**src/rtl/pwr_rail_seq_n.sv**
```systemverilog
// Generic N-rail power sequencer: ordered power-up with per-rail on-delay and PG timeout,
// reverse-order power-down, runtime PG-loss, sequence-timeout and emergency fault latching.
module pwr_rail_seq_n #(
    parameter int unsigned NUM_RAILS     = 4,
    parameter int unsigned DLY_W         = 16,
    parameter int unsigned PG_TIMEOUT_MS = 10000,
    parameter int unsigned OFF_DLY_MS    = 10
) (
    input  logic                       iClk,
    input  logic                       iRst_n,
    input  logic                       iTick_1ms,
    input  logic                       iPwr_Req,
    input  logic                       iEmerg_Off,
    input  logic                       iClear_Flt,
    input  logic [NUM_RAILS-1:0]       iPWRGD,
    input  logic [NUM_RAILS*DLY_W-1:0] iOn_Dly,
    output logic [NUM_RAILS-1:0]       oRail_EN,
    output logic                       oAll_PWRGD,
    output logic                       oSeq_Busy,
    output logic [NUM_RAILS-1:0]       oSEQPWR_FLT_N,
    output logic [NUM_RAILS-1:0]       oRUNTIME_FLT_N,
    output logic                       oEMERG_FLT_N,
    output logic [3:0]                 oDBG_FSM_curr
);

    localparam int unsigned      IDX_W    = (NUM_RAILS > 1) ? $clog2(NUM_RAILS) : 1;
    localparam logic [DLY_W-1:0] PG_TO    = DLY_W'(PG_TIMEOUT_MS);
    localparam logic [DLY_W-1:0] OFF_TO   = DLY_W'(OFF_DLY_MS);
    localparam logic [IDX_W-1:0] LAST_IDX = IDX_W'(NUM_RAILS - 1);

    typedef enum logic [3:0] {
        IDLE    = 4'h9,
        ON_DLY  = 4'h7,
        ON_PG   = 4'h5,
        UP      = 4'h0,
        OFF_DLY = 4'h3,
        FAULT   = 4'hF
    } stateT;

    stateT                state;
    logic [IDX_W-1:0]     idx;
    logic [IDX_W-1:0]     hiIdx;
    logic [DLY_W-1:0]     cnt;
    logic [DLY_W-1:0]     onDlySel;
    logic [NUM_RAILS-1:0] pgMeta;
    logic [NUM_RAILS-1:0] pgSync;
    logic [NUM_RAILS-1:0] watchMask;
    logic [NUM_RAILS-1:0] rtFault;
    logic [NUM_RAILS-1:0] railEn;
    logic [NUM_RAILS-1:0] seqFltN;
    logic [NUM_RAILS-1:0] runtimeFltN;
    logic                 emergFltN;
    logic                 allPwrgd;

    always_ff @(posedge iClk or negedge iRst_n) begin
        if (!iRst_n) begin
            pgMeta <= '0;
            pgSync <= '0;
        end else begin
            pgMeta <= iPWRGD;
            pgSync <= pgMeta;
        end
    end

    always_comb begin
        onDlySel = '0;
        for (int unsigned i = 0; i < NUM_RAILS; i++)
            if (IDX_W'(i) == idx) onDlySel = iOn_Dly[i*DLY_W +: DLY_W];
    end

    // Rails below idx have already proven good; in UP every rail is watched.
    always_comb begin
        watchMask = '0;
        for (int unsigned i = 0; i < NUM_RAILS; i++)
            watchMask[i] = (state == UP) || (IDX_W'(i) < idx);
    end

    assign rtFault = watchMask & ~pgSync;

    always_comb begin
        hiIdx = '0;
        for (int unsigned i = 0; i < NUM_RAILS; i++)
            if (railEn[i]) hiIdx = IDX_W'(i);
    end

    always_ff @(posedge iClk or negedge iRst_n) begin
        if (!iRst_n) begin
            state       <= IDLE;
            idx         <= '0;
            cnt         <= '0;
            railEn      <= '0;
            seqFltN     <= '1;
            runtimeFltN <= '1;
            emergFltN   <= 1'b1;
            allPwrgd    <= 1'b0;
        end else begin
            allPwrgd <= 1'b0;
            if (iTick_1ms && cnt != '1) cnt <= cnt + 1'b1;

            if (iEmerg_Off && state != FAULT) begin
                railEn    <= '0;
                emergFltN <= 1'b0;
                state     <= FAULT;
                cnt       <= '0;
            end else begin
                case (state)
                    IDLE: begin
                        if (iPwr_Req) begin
                            idx   <= '0;
                            cnt   <= '0;
                            state <= ON_DLY;
                        end
                    end

                    ON_DLY, ON_PG, UP: begin
                        if (|rtFault) begin
                            runtimeFltN <= runtimeFltN & ~rtFault;
                            railEn      <= '0;
                            cnt         <= '0;
                            state       <= FAULT;
                        end else if (state == ON_PG && cnt >= PG_TO) begin
                            seqFltN[idx] <= 1'b0;
                            railEn       <= '0;
                            cnt          <= '0;
                            state        <= FAULT;
                        end else if (!iPwr_Req) begin
                            // Highest enabled rail drops on this edge; idx then names the next one.
                            cnt <= '0;
                            if (!(|railEn)) begin
                                state <= IDLE;
                            end else begin
                                railEn[hiIdx] <= 1'b0;
                                if (hiIdx == '0) begin
                                    state <= IDLE;
                                end else begin
                                    idx   <= hiIdx - 1'b1;
                                    state <= OFF_DLY;
                                end
                            end
                        end else if (state == ON_DLY) begin
                            if (cnt >= onDlySel) begin
                                railEn[idx] <= 1'b1;
                                cnt         <= '0;
                                state       <= ON_PG;
                            end
                        end else if (state == ON_PG) begin
                            if (pgSync[idx]) begin
                                cnt <= '0;
                                if (idx == LAST_IDX) begin
                                    state <= UP;
                                end else begin
                                    idx   <= idx + 1'b1;
                                    state <= ON_DLY;
                                end
                            end
                        end else begin
                            allPwrgd <= 1'b1;
                        end
                    end

                    OFF_DLY: begin
                        if (cnt >= OFF_TO) begin
                            railEn[idx] <= 1'b0;
                            cnt         <= '0;
                            if (idx == '0) state <= IDLE;
                            else           idx   <= idx - 1'b1;
                        end
                    end

                    FAULT: begin
                        railEn <= '0;
                        if (iClear_Flt && !iPwr_Req && !iEmerg_Off) begin
                            seqFltN     <= '1;
                            runtimeFltN <= '1;
                            emergFltN   <= 1'b1;
                            idx         <= '0;
                            cnt         <= '0;
                            state       <= IDLE;
                        end
                    end

                    default: begin
                        railEn <= '0;
                        idx    <= '0;
                        cnt    <= '0;
                        state  <= IDLE;
                    end
                endcase
            end
        end
    end

    assign oRail_EN       = railEn;
    assign oAll_PWRGD     = allPwrgd;
    assign oSeq_Busy      = (state == ON_DLY) || (state == ON_PG) || (state == OFF_DLY);
    assign oSEQPWR_FLT_N  = seqFltN;
    assign oRUNTIME_FLT_N = runtimeFltN;
    assign oEMERG_FLT_N   = emergFltN;
    assign oDBG_FSM_curr  = state;

endmodule

```
**config.mk**
```make
export PLATFORM = sky130hd
export DESIGN_NAME = pwr_rail_seq_n
export DESIGN_NICKNAME = d
export VERILOG_FILES = /design/src/rtl/pwr_rail_seq_n.sv
export SDC_FILE = /design/constraint.sdc
export NUM_CORES = 1
export LEC_CHECK = 0
export CAP_MARGIN = 0
export CORE_MARGIN = 10
export CORE_UTILIZATION = 54
export DETAILED_ROUTE_END_ITERATION = 12
export PLACE_DENSITY_LB_ADDON = 0.12
export SETUP_SLACK_MARGIN = 0.15
export SLEW_MARGIN = 20
export SYNTH_ARGS = -nofsm -noshare
export SYNTH_HDL_FRONTEND = slang
export SYNTH_SLANG_ARGS = --single-unit
```
**constraint.sdc**
```tcl
create_clock -name iClk -period 7.5 [get_ports iClk]
set_clock_uncertainty 0.15 [all_clocks]
set_input_delay 1.5 -clock iClk [delete_from_list [all_inputs] [get_ports iClk]]
set_output_delay 1.5 -clock iClk [all_outputs]
set_load 0.05 [all_outputs]
```
==> flow_summary.rst, run 1 <==
.. list-table::
   :header-rows: 1

   * - Metric
     - Value
   * - Clock tree from TritonCTS
     - built
   * - Routing layer with the top usage in global route
     - met2
   * - Synth Register Bits
     - 44
   * - Reg-to-reg critical path startpoint
     - idx[1]
   * - Root Buffer
     - sky130_fd_sc_hd__clkbuf_8
   * - Cell mode on critical path
     - sky130_fd_sc_hd__nor2_1
   * - Outcome
     - complete, no violations
   * - Most common cell in the netlist
     - sky130_fd_sc_hd__nor2_1
   * - Pin count of the biggest net entering global routing
     - between 40 and 50
   * - Count of yosys warnings during synthesis
     - 0
   * - Largest buffer count on any clock path
     - 2
   * - Count of fill cells added during filler insertion
     - around 510
   * - Global routing met2 resource utilization
     - 0.303
   * - Int Power
     - 0.000721 W
   * - RD Place Congestion
     - 0.954
   * - Cell count of the worst hold path
     - 0
   * - Yosys top cell area share
     - 0.232
   * - Antenna-violating nets left
     - 0
   * - Summed instance area of the synthesized netlist
     - approximately 0.0036 sq mm
   * - Proportion of power drawn by the clock network
     - 0.130
   * - Fmax
     - between 200 and 250 MHz
   * - Maximum fanout count along the critical path
     - 21
   * - Register-to-register path setup slack
     - roughly 2.8 ns
   * - Static leakage
     - 1.89 nW
   * - Biggest area consumer among synthesized cells
     - sky130_fd_sc_hd__dfrtp_1
   * - Die area
     - 0.0102 sq mm
   * - Via count
     - approximately 3500
   * - Fin crit period
     - about 4.7 ns
   * - Chip height
     - about 100 um
   * - Most instantiated flip-flop cell in the synthesis netlist
     - sky130_fd_sc_hd__dfrtp_1
   * - Cells after Synth
     - around 420
   * - Share of flip-flops with an asynchronous set or reset after synthesis
     - 1.00
   * - Sort of element at the start of the critical path
     - flip-flop
   * - Vias per cell
     - 6.01
   * - Num Clock Sinks
     - between 40 and 50
   * - Global-route wire length before repair
     - approximately 17000 um
   * - Switching portion of total power
     - 0.487
   * - DRT Pass-1 Iters
     - 5
   * - R2R Path End
     - oRail_EN[0]
   * - Headroom to the max-slew limit
     - 0.281
   * - Number of antenna diodes
     - 0
   * - Share of the yosys chip area belonging to registers
     - 0.313
   * - Arrival time reported for the critical path endpoint
     - about 4.7 ns
   * - Effective utilization at floorplan
     - 0.558
   * - Max Transition Viols Final
     - 0
   * - Total buffers and inverters traversed by the critical path
     - 1
   * - Worst Min Path Start
     - pgMeta[2]
   * - Core region area
     - roughly 0.0064 sq mm
   * - Setup fix buffers added after clock tree synthesis
     - 0
   * - Most used standard cells in the synthesized netlist
     - 57 x sky130_fd_sc_hd__nor2_1, 46 x sky130_fd_sc_hd__a21oi_1, 33 x sky130_fd_sc_hd__dfrtp_1, 30 x sky130_fd_sc_hd__nand2_1, 26 x sky130_fd_sc_hd__ha_1
   * - Number of hold violations in the final report
     - 0
   * - Global route overflow
     - 0
   * - Worst min-delay path category
     - reg2reg
   * - Final total negative setup slack
     - 0 ns
   * - Number of buffers added by the clock tree synthesis step
     - 5
   * - Worst Hold Slack
     - around 0.21 ns
   * - Setup repair after global routing missed its margin
     - no
   * - Cell Chain, Critical Path
     - inv_1 > ha_1 > nor2b_1 > a22oi_1 > nor2_1 > a21oi_1 > nor2_1 > a21oi_1 > ha_1 > a211oi_1 > nor2_1 > o31ai_1 > o211ai_1 > or2_2 > a31oi_1 > o21ai_1
   * - Violation count after the first detailed-routing iteration
     - between 200 and 250
   * - Global-route track usage on met1
     - 0.288
   * - CTS HTree Levels
     - 2
   * - Total power divided by cell area
     - 306 mW/mm^2
   * - Synthesis-to-finish area growth
     - 29.2%
   * - Switch Pwr
     - 0.000685 W
   * - Maximum capacitance violations
     - 0
   * - CP Class
     - reg2reg
   * - Skew-Pair Late Insertion Delay
     - roughly 0.30 ns
   * - Syn_nets
     - 522
   * - Number of placement rows
     - 29
   * - Width of the chip
     - between 100 and 150 um
   * - Number of unique standard cell types used by synthesis
     - 67
   * - Final wirelength
     - approximately 10000 um
   * - Worst slew pin tran
     - 1.08 ns
   * - Portion of the clock cycle consumed by the worst path in the final layout
     - 0.623
   * - Number of failing setup endpoints in the final timing report
     - 0
   * - Main area contributors after synthesis
     - sky130_fd_sc_hd__dfrtp_1 23%, sky130_fd_sc_hd__ha_1 9.1%, sky130_fd_sc_hd__dfstp_2 8.1%
   * - Post-layout total power
     - approximately 0.0014 W
   * - Post_cts resized
     - 0
   * - Count of flip-flops with a built-in enable after synthesis
     - 0
   * - Mean Syn Cell Area
     - around 8.4 sq um
   * - Number of antenna violations at the first check in global routing
     - 0
   * - Critical path's top delay family
     - simple AND/OR/NAND/NOR gates
   * - Sequential share of power
     - 0.243
   * - Share of post-route cells with drive strength above 1
     - 0.101
   * - Count of input and output buffers
     - 92
   * - Number of DRC violations after detailed routing
     - 0
   * - Sort of element at the end of the critical path
     - flip-flop
   * - Cell at the slowest stage of the critical path
     - sky130_fd_sc_hd__nor2b_1
   * - Placed wire-length estimate after detailed placement
     - around 8300 um
   * - Final core utilization
     - 0.720
   * - Worst hold path endpoint
     - pgSync[2]
   * - Clock-pin slew of the registers on the worst-case setup and hold paths
     - ~0.09 ns
   * - Layout Nets
     - ~600
   * - Total global routing track utilization
     - 0.203
   * - Path depth of the worst reg2reg path
     - 16
   * - Count of hold-fix buffers inserted at cts
     - 0
   * - Data required time at the worst endpoint
     - approximately 7.5 ns
   * - Worst voltage drop across the vdd grid
     - a little over 0.0003 V
   * - Vias in the first global route
     - 3318
   * - WL per Instance
     - between 15 and 20 um
   * - Largest incremental delay on the critical path
     - 0.94 ns
   * - I/O pins
     - 93
   * - Gate power share
     - 0.627
   * - Global routing usage on met3
     - 0.0470
-- state kept, by name, summed over array words and instances, names as in the netlist --
signal and cells:
oSEQPWR_FLT_N 4, pgSync 4, idx 2, oAll_PWRGD 1, cnt 16, oRail_EN 4, pgMeta 4, oEMERG_FLT_N 1
oRUNTIME_FLT_N 4, oDBG_FSM_curr 4
-- metal layers --
layer,routed length [um],vias up
met5,0,-
met4,107,0
met3,951,9
met2,4580,146
met1,4840,1647
li1,-,1682
-- worst max-delay path by stage --
stage,startpoint,to,slack (ns),depth (start not counted)
6_report,idx[1],oRail_EN[0],2.83,16
4_1_cts,idx[1],cnt[4],2.91,16
3_5_place_dp,iOn_Dly[25],oRail_EN[0],2.90,14
5_1_grt,idx[1],cnt[4],2.31,16
3_3_place_gp,iOn_Dly[25],oRail_EN[0],2.97,14
2_1_floorplan,iOn_Dly[25],cnt[14],3.70,14
-- power by group through the flow --
stage               Sequential, W  Clock [W]  Combinational [W]
detailed placement       0.000346          0           0.000877
CTS                      0.000342   0.000183           0.000882
global placement         0.000344          0           0.000863
finish                   0.000342   0.000182           0.000882
global route             0.000353   0.000196           0.000976
floorplan                0.000439          0           0.000552
-- stage by stage --
stage	setup WS [ns]	std cells	instance area, sq um
after floorplan	3.70	422	3560
after CTS	2.91	580	4600
after global placement	2.97	572	4490
after global routing	2.31	580	4600
after detailed placement	2.90	572	4490
final	2.83	580	4600
-- kinds of logic after synthesis --
group,share of synthesized area
buffers and inverters,0.0471
AO/OA/AOI/OAI,0.255
AND/OR/NAND/NOR,0.236
XOR/XNOR,0.0369
adder cells (fa/ha/maj),0.0913
flip-flops,0.313
multiplexers,0.0211
-- placed cells by master, fill, tap and decap left out, drive strengths merged, types with 2 or more instances in the layout --
cell,netlist,final
a211oi,4,4
a21o,13,13
a21oi,50,50
a221o,3,3
a22oi,16,16
a31oi,3,3
and3,3,3
and4,2,2
buf,8,4
clkbuf,14,6
clkdlybuf4s50,0,91
dfrtp,33,33
dfstp,11,11
ha,26,26
inv,17,17
mux2,2,2
mux2i,3,3
nand2,31,31
nand2b,3,3
nand3,13,13
nand4,3,3
nor2,60,60
nor2b,4,4
nor3,25,25
nor4,3,3
o21a,4,4
o21ai,22,22
o311ai,2,2
o31ai,4,4
or2,2,2
or3,4,4
xnor2,15,15
-- final cells by class --
cell class | instances | area [sq um] | share of cell area
multi-input combinational | 339 | 2280 | 0.496
clock inverter | 2 | 35.0 | 0.00761
inverter | 17 | 63.8 | 0.0139
sequential | 44 | 1110 | 0.242
timing repair buffer | 95 | 938 | 0.204
clock buffer | 6 | 72.6 | 0.0158
tap | 77 | 96.3 | 0.0209
Note: power is estimated with default switching activity, not from simulation.
==> inputs of run 2 (changes only) <==
--- a/config.mk
+++ b/config.mk
@@ -7,7 +7,7 @@
 export LEC_CHECK = 0
 export CAP_MARGIN = 0
 export CORE_MARGIN = 10
-export CORE_UTILIZATION = 54
+export CORE_UTILIZATION = 50
 export DETAILED_ROUTE_END_ITERATION = 12
 export PLACE_DENSITY_LB_ADDON = 0.12
 export SETUP_SLACK_MARGIN = 0.15
==> constraint.sdc (replaced) <==
create_clock -name iClk -period 4.87 [get_ports iClk]
set_clock_uncertainty 0.15 [all_clocks]
set_input_delay 0.974 -clock iClk [delete_from_list [all_inputs] [get_ports iClk]]
set_output_delay 0.974 -clock iClk [all_outputs]
set_load 0.05 [all_outputs]
==> flow_summary.rst, run 2 (same netlist as run 1, synthesis figures left out) <==
.. list-table::
   :header-rows: 1

   * - Metric
     - Value
   * - Number of hold violations in the final report
     - 0 (unchanged)
   * - Number of antenna diodes
     - 0 (unchanged)
   * - Die area
     - 0.0109 sq mm (+6.4%)
   * - Global-route wire length before repair
     - 17100 um (-0.36%)
   * - Number of buffers added by the clock tree synthesis step
     - 5 (unchanged)
   * - Share of post-route cells with drive strength above 1
     - 0.107 (+0.00554)
   * - Synthesis-to-finish area growth
     - 30.0%
   * - Worst voltage drop across the vdd grid
     - 0.000407 V (+33%)
   * - Vias per cell
     - 5.70 (-5.2%)
   * - CTS HTree Levels
     - 2 (unchanged)
   * - Cell Chain, Critical Path
     - inv_1 > ha_1 > nor2b_1 > buf_4 > a22oi_1 > nor2_1 > a21oi_1 > nor2_1 > a21oi_1 > ha_1 > a211oi_1 > nor2_1 > o31ai_1 > o211ai_1 > or2_2 > a31oi_1 > o21ai_1
   * - Portion of the clock cycle consumed by the worst path in the final layout
     - 0.811 (+0.189)
   * - Global route overflow
     - 0 (unchanged)
   * - Gate power share
     - 0.639 (+0.012)
   * - CP Class
     - reg2reg
   * - Final wirelength
     - 10400 um (-0.46%)
   * - Area of all sequential standard cells
     - 0.00111 sq mm (unchanged)
   * - Arrival time reported for the critical path endpoint
     - 3.97 ns (-0.72 ns)
   * - Sort of element at the end of the critical path
     - flip-flop
   * - Switching portion of total power
     - 0.495 (+0.00811)
   * - Fmax
     - 253 MHz (+18%)
   * - Number of DRC violations after detailed routing
     - 0 (unchanged)
   * - Outcome
     - complete, no violations
   * - Clock tree from TritonCTS
     - built
   * - Static leakage
     - 1.89 nW (about the same)
   * - Int Power
     - 0.00108 W (+50%)
   * - Num Clock Sinks
     - 44 (unchanged)
   * - Maximum fanout count along the critical path
     - 16 (-24%)
   * - Worst min-delay path category
     - reg2reg
   * - Sequential share of power
     - 0.248 (+0.005)
   * - Maximum capacitance violations
     - 0 (unchanged)
   * - Via count
     - 3424 (-1.7%)
   * - Width of the chip
     - 104 um (+3.1%)
   * - Cell at the slowest stage of the critical path
     - sky130_fd_sc_hd__dfrtp_1
   * - Multi-input gate area
     - 0.00228 sq mm (unchanged)
   * - Headroom to the max-slew limit
     - 0.336 (+0.0545)
   * - Effective utilization at floorplan
     - 0.519 (-0.0392)
   * - Cell mode on critical path
     - sky130_fd_sc_hd__nor2_1
   * - Most common cell after layout, fill and taps aside
     - sky130_fd_sc_hd__clkdlybuf4s50_1
   * - Post_cts resized
     - 0 (unchanged)
   * - Largest buffer count on any clock path
     - 2 (unchanged)
   * - I/O pins
     - 93 (unchanged)
   * - Number of placement rows
     - 30 (+3.4%)
   * - Number of failing setup endpoints in the final timing report
     - 0 (unchanged)
   * - Flip-flop count of the largest register, all copies and words added
     - 16 (unchanged)
   * - Max Transition Viols Final
     - 0 (unchanged)
   * - Count of input and output buffers
     - 92 (unchanged)
   * - Violation count after the first detailed-routing iteration
     - 263 (+15%)
   * - DRT Pass-1 Iters
     - 5 (unchanged)
   * - Worst Hold Slack
     - 0.202 ns (-0.00343 ns)
   * - Data required time at the worst endpoint
     - 4.89 ns (-2.63 ns)
   * - Number of antenna violations at the first check in global routing
     - 0 (unchanged)
   * - Skew-Pair Late Insertion Delay
     - 0.30 ns (about the same)
   * - Placed Instance Area
     - 0.00453 sq mm (+0.86%)
   * - Total power divided by cell area
     - 463 mW/mm^2 (+52%)
   * - Chip height
     - 104 um (+3.1%)
   * - Post-layout instance area
     - 0.00463 sq mm (+0.63%)
   * - Layout Nets
     - 604 (+0.33%)
   * - Antenna-violating nets left
     - 0 (unchanged)
   * - Root Buffer
     - sky130_fd_sc_hd__clkbuf_8
   * - Detailed-route wire length on metal 1
     - 5160 um (+6.6%)
   * - Worst slew pin tran
     - 0.981 ns (-0.0950 ns)
   * - Setup fix buffers added after clock tree synthesis
     - 0 (unchanged)
   * - Final total negative setup slack
     - 0 ns (unchanged)
   * - RD Place Congestion
     - 0.937 (-1.8%)
   * - Largest incremental delay on the critical path
     - 0.46 ns (-0.48 ns)
   * - Most frequent cells in the layout
     - 91 x sky130_fd_sc_hd__clkdlybuf4s50_1, 57 x sky130_fd_sc_hd__nor2_1, 46 x sky130_fd_sc_hd__a21oi_1, 33 x sky130_fd_sc_hd__dfrtp_1, 30 x sky130_fd_sc_hd__nand2_1
   * - Max Used Layer
     - met4
   * - Routed length on met2
     - 4490 um (-1.9%)
   * - Proportion of power drawn by the clock network
     - 0.114 (-0.016)
   * - Vias in the first global route
     - 3293 (-0.75%)
   * - Number of standard cells in the final layout excluding fillers
     - 601 (+3.6%)
   * - Clock-pin slew of the registers on the worst-case setup and hold paths
     - 0.09 ns (about the same)
   * - Met3 wire length
     - 688 um (-28%)
   * - Setup repair after global routing missed its margin
     - no
   * - Total global routing track utilization
     - 0.186 (-0.0172)
   * - Cell Count Post-Placement
     - 593 (+3.7%)
   * - Count of fill cells added during filler insertion
     - 585 (+15%)
   * - Fin crit period
     - 3.95 ns (-0.718 ns)
   * - Count of hold-fix buffers inserted at cts
     - 0 (unchanged)
   * - Sort of element at the start of the critical path
     - flip-flop
   * - Post-layout total power
     - 0.00214 W (+52%)
   * - Pin count of the biggest net entering global routing
     - 45 (unchanged)
   * - Switch Pwr
     - 0.00106 W (+55%)
   * - Placed wire-length estimate after detailed placement
     - 8180 um (-1.1%)
   * - Core region area
     - 0.00687 sq mm (+7.6%)
   * - Register ranked first by flip-flop count
     - cnt
   * - WL per Instance
     - 17.4 um (-3.9%)
## run 2: changes by cell type in the layout (fill, tap and decap cells not counted), sizes merged
cell / previous run / this run
clkinv: 1 / 0
clkinvlp: 0 / 2
bufinv: 1 / 0
buf: 4 / 6
## run 2: area by class of cell
cell class | instances | area share
multi-input cells | 339 | 0.492
flip-flops and latches | 44 | 0.241
repair buffers | 97 | 0.206
well taps | 96 | 0.0259
clock buffers | 6 | 0.0178
inverters | 17 | 0.0138
clock inverters | 2 | 0.00324
## run 2: power groups by stage
stage | Combinational (W) | Sequential (W) | Clock [W]
after floorplan | 0.000850 | 0.000676 | 0
after global placement | 0.00134 | 0.000532 | 0
after detailed placement | 0.00136 | 0.000535 | 0
after CTS | 0.00137 | 0.000530 | 0.000248
after global routing | 0.00152 | 0.000541 | 0.000261
final | 0.00137 | 0.000531 | 0.000243
## run 2: worst paths after layout
check / startpoint / to / slack [ns] / cells past startpoint
setup / recovery: idx[0] / oRail_EN[0] / 0.92 / 17
hold / removal: pgMeta[1] / pgSync[1] / 0.20 / 0
setup reg to reg: idx[0] / oRail_EN[0] / 0.92 / 17
hold reg to reg: pgMeta[1] / pgSync[1] / 0.20 / 0
max in group asynchronous: iRst_n / cnt[11] / 3.30 / 1
min in group asynchronous: iRst_n / pgMeta[3] / 0.67 / 1
## run 2: through the flow
stage	worst slack (ns)	utilization
floorplan	1.23	-
global placement	0.829	0.660
detailed placement	0.794	0.660
CTS	0.920	0.674
global route	0.634	0.674
finish	0.919	0.674
## run 2: routing by layer
layer,vias to the layer above,GRT usage
li1,1680,-
met1,1597,0.267
met2,136,0.274
met3,11,0.0434
met4,0,0.0388
met5,-,0
## run 2: critical path, delay by kind of cell (launching register included)
| family | cells | cell delay [ns] |
|---|---|---|
| fa+ha+maj | 2 | 0.61 |
| buf+inv | 2 | 0.30 |
| compound gates | 8 | 1.61 |
| simple gates | 5 | 0.70 |
| flops | 1 | 0.46 |
==> inputs of run 3 (changes only) <==
--- a/config.mk
+++ b/config.mk
@@ -7,7 +7,7 @@
 export LEC_CHECK = 0
 export CAP_MARGIN = 0
 export CORE_MARGIN = 10
-export CORE_UTILIZATION = 50
+export CORE_UTILIZATION = 45
 export DETAILED_ROUTE_END_ITERATION = 12
 export PLACE_DENSITY_LB_ADDON = 0.12
 export SETUP_SLACK_MARGIN = 0.15
==> constraint.sdc (replaced) <==
create_clock -name iClk -period 3.6 [get_ports iClk]
set_clock_uncertainty 0.15 [all_clocks]
set_input_delay 0.72 -clock iClk [delete_from_list [all_inputs] [get_ports iClk]]
set_output_delay 0.72 -clock iClk [all_outputs]
set_load 0.05 [all_outputs]
==> flow_summary.rst, run 3 (same netlist as run 1, synthesis figures left out) <==
.. list-table::
   :header-rows: 1

   * - Metric
     - Value
   * - Outcome
     - complete, no violations
   * - Root Buffer
     - sky130_fd_sc_hd__clkbuf_8
   * - Number of buffers added by the clock tree synthesis step
     - 5 (unchanged)
   * - Die area
     - 0.0119 sq mm (+8.9%)
   * - Max Transition Viols Final
     - 0 (unchanged)
   * - Global route overflow
     - 0 (unchanged)
   * - Path depth of the worst reg2reg path
     - 20 (+3)
   * - I/O pins
     - 93 (unchanged)
   * - Maximum fanout count along the critical path
     - 8 (-8)
   * - Data required time at the worst endpoint
     - 3.68 ns (-1.21 ns)
   * - Violation count after the first detailed-routing iteration
     - 278 (+5.7%)
   * - Number of antenna violations at the first check in global routing
     - 0 (unchanged)
   * - Final wirelength
     - 11800 um (+13%)
   * - Total global routing track utilization
     - 0.184 (-0.00234)
   * - Via count
     - 3621 (+5.8%)
   * - Most frequent cells in the layout
     - 91 x sky130_fd_sc_hd__clkdlybuf4s50_1, 54 x sky130_fd_sc_hd__nor2_1, 38 x sky130_fd_sc_hd__a21oi_1, 32 x sky130_fd_sc_hd__dfrtp_1, 30 x sky130_fd_sc_hd__nand2_1
   * - Antenna-violating nets left
     - 0 (unchanged)
   * - Fin crit period
     - 3.45 ns (-0.498 ns)
   * - Sort of element at the start of the critical path
     - flip-flop
   * - Core region area
     - 0.00773 sq mm (+12%)
   * - Final total negative setup slack
     - 0 ns (unchanged)
   * - Number of failing setup endpoints in the final timing report
     - 0 (unchanged)
   * - Post-layout instance area
     - 0.00511 sq mm (+10%)
   * - Worst voltage drop across the vdd grid
     - 0.000625 V (+53%)
   * - Worst slew pin tran
     - 0.904 ns (-0.0763 ns)
   * - Portion of the clock cycle consumed by the worst path in the final layout
     - 0.959 (+0.148)
   * - WL per Instance
     - 18.9 um (+8.8%)
   * - Clock tree from TritonCTS
     - built
   * - Skew-Pair Late Insertion Delay
     - 0.32 ns (+0.02 ns)
   * - Final core utilization
     - 0.662 (-0.0122)
   * - Fmax
     - 290 MHz (+14%)
   * - Clock-pin slew of the registers on the worst-case setup and hold paths
     - 0.10 ns (about the same)
   * - Setup repair after global routing missed its margin
     - yes
   * - Number of placement rows
     - 32 (+6.7%)
   * - Arrival time reported for the critical path endpoint
     - 3.53 ns (-0.44 ns)
   * - Maximum capacitance violations
     - 0 (unchanged)
   * - Worst min-delay path category
     - reg2reg
   * - Vias per cell
     - 5.78 (+1.5%)
   * - Placed wire-length estimate after detailed placement
     - 8500 um (+3.9%)
   * - CP Class
     - reg2reg
   * - Static leakage
     - 2.07 nW (+9.6%)
   * - Pin count of the biggest net entering global routing
     - 45 (unchanged)
   * - Synthesis-to-finish area growth
     - 43.6%
   * - Num Clock Sinks
     - 44 (unchanged)
   * - Layout Nets
     - 623 (+3.1%)
   * - Headroom to the max-slew limit
     - 0.388 (+0.0517)
   * - Register ranked first by flip-flop count
     - cnt
   * - Number of antenna diodes
     - 0 (unchanged)
   * - Share of post-route cells with drive strength above 1
     - 0.198 (+0.0915)
   * - Setup slack after placement
     - -0.174 ns (-0.969 ns)
   * - Most common cell after layout, fill and taps aside
     - sky130_fd_sc_hd__clkdlybuf4s50_1
   * - Register-to-register path setup slack
     - 0.15 ns (-0.77 ns)
   * - Number of hold violations in the final report
     - 0 (unchanged)
   * - Total power divided by cell area
     - 678 mW/mm^2 (+46%)
   * - Cell count of the worst hold path
     - 0 (unchanged)
   * - Flip-flop count of the largest register, all copies and words added
     - 16 (unchanged)
   * - Number of DRC violations after detailed routing
     - 0 (unchanged)
   * - Worst Setup Slack, final
     - 0.146 ns (-0.772 ns)
   * - RD Place Congestion
     - 0.974 (+3.9%)
   * - Count of input and output buffers
     - 92 (unchanged)
   * - Placed Instance Area
     - 0.00464 sq mm (+2.4%)
   * - Global-route wire length before repair
     - 17700 um (+3.8%)
   * - Width of the chip
     - 109 um (+4.4%)
   * - Vias in the first global route
     - 3423 (+3.9%)
   * - Chip height
     - 109 um (+4.4%)
   * - Effective utilization at floorplan
     - 0.461 (-0.0576)
   * - DRT Pass-1 Iters
     - 5 (unchanged)
   * - CTS HTree Levels
     - 2 (unchanged)
   * - Largest buffer count on any clock path
     - 2 (unchanged)
   * - Sort of element at the end of the critical path
     - flip-flop
-- run 3: report_power, final --
| group | internal [W] | total, W | switching, W |
|---|---|---|---|
| Combinational | 0.000977 | 0.00235 | 0.00138 |
| Sequential | 0.000614 | 0.000712 | 0.0000978 |
| Clock | 0.000209 | 0.000400 | 0.000191 |
| Total | 0.00180 | 0.00346 | 0.00166 |
-- run 3: final cells by class --
cell class,count,area (sq um)
clock buffers,5,68.8
clock inverters,3,46.3
fillers,641,2610
inverters,17,63.8
multi-input cells,340,2500
flip-flops and latches,44,1120
well taps,102,128
repair buffers,115,1190
-- run 3: worst paths after layout --
path | to | from
worst max register to register | cnt[13] | idx[0]
worst max-delay path | cnt[13] | idx[0]
worst min-delay path | pgSync[2] | pgMeta[2]
max in group asynchronous | idx[0] | iRst_n
worst min register to register | pgSync[2] | pgMeta[2]
min in group asynchronous | oDBG_FSM_curr[1] | iRst_n
-- run 3: repair_timing --
action                                  4_1_cts  5_1_grt
hold buffers                                  0        0
setup buffers                                 2        7
gates resized for setup                       8       37
gates cloned                                  1        2
endpoints found under the setup margin       20       21
pin swaps                                    10       32
hold endpoints to repair                      0        0
-- run 3: per-layer routing --
layer  part of all wire  GRT usage  wire length (um)  vias up
met1               0.46      0.253              5390     1743
met3              0.080     0.0490               950       14
li1                   -          -                 -     1730
met2               0.45      0.281              5330      134
met5                  0          0                 0        -
met4              0.014     0.0405               162        0
-- run 3: worst max-delay path, cell delays in order (launching register included) --
cell and delay (ns):
sky130_fd_sc_hd__dfrtp_2 0.44, sky130_fd_sc_hd__inv_2 0.08, sky130_fd_sc_hd__ha_4 0.16, sky130_fd_sc_hd__nor2b_4 0.13, sky130_fd_sc_hd__buf_4 0.15, sky130_fd_sc_hd__clkbuf_16 0.15, sky130_fd_sc_hd__a22oi_2 0.13, sky130_fd_sc_hd__nor2_1 0.06
sky130_fd_sc_hd__a21oi_1 0.14, sky130_fd_sc_hd__nor2_1 0.06, sky130_fd_sc_hd__a21oi_1 0.16, sky130_fd_sc_hd__ha_1 0.27, sky130_fd_sc_hd__nand3_1 0.09, sky130_fd_sc_hd__a21oi_1 0.07, sky130_fd_sc_hd__o31ai_1 0.23, sky130_fd_sc_hd__o211ai_1 0.20
sky130_fd_sc_hd__a21oi_2 0.22, sky130_fd_sc_hd__buf_6 0.14, sky130_fd_sc_hd__a31oi_4 0.10, sky130_fd_sc_hd__buf_12 0.17, sky130_fd_sc_hd__nor3_2 0.10
-- run 3: through the flow --
step	hold slack, ns	total power [W]	cells
final	0.195	0.00346	626
after floorplan	0.181	0.00207	422
after global placement	0.182	0.00263	606
after detailed placement	0.187	0.00266	606
after CTS	0.209	0.00313	617
after global routing	0.217	0.00369	626
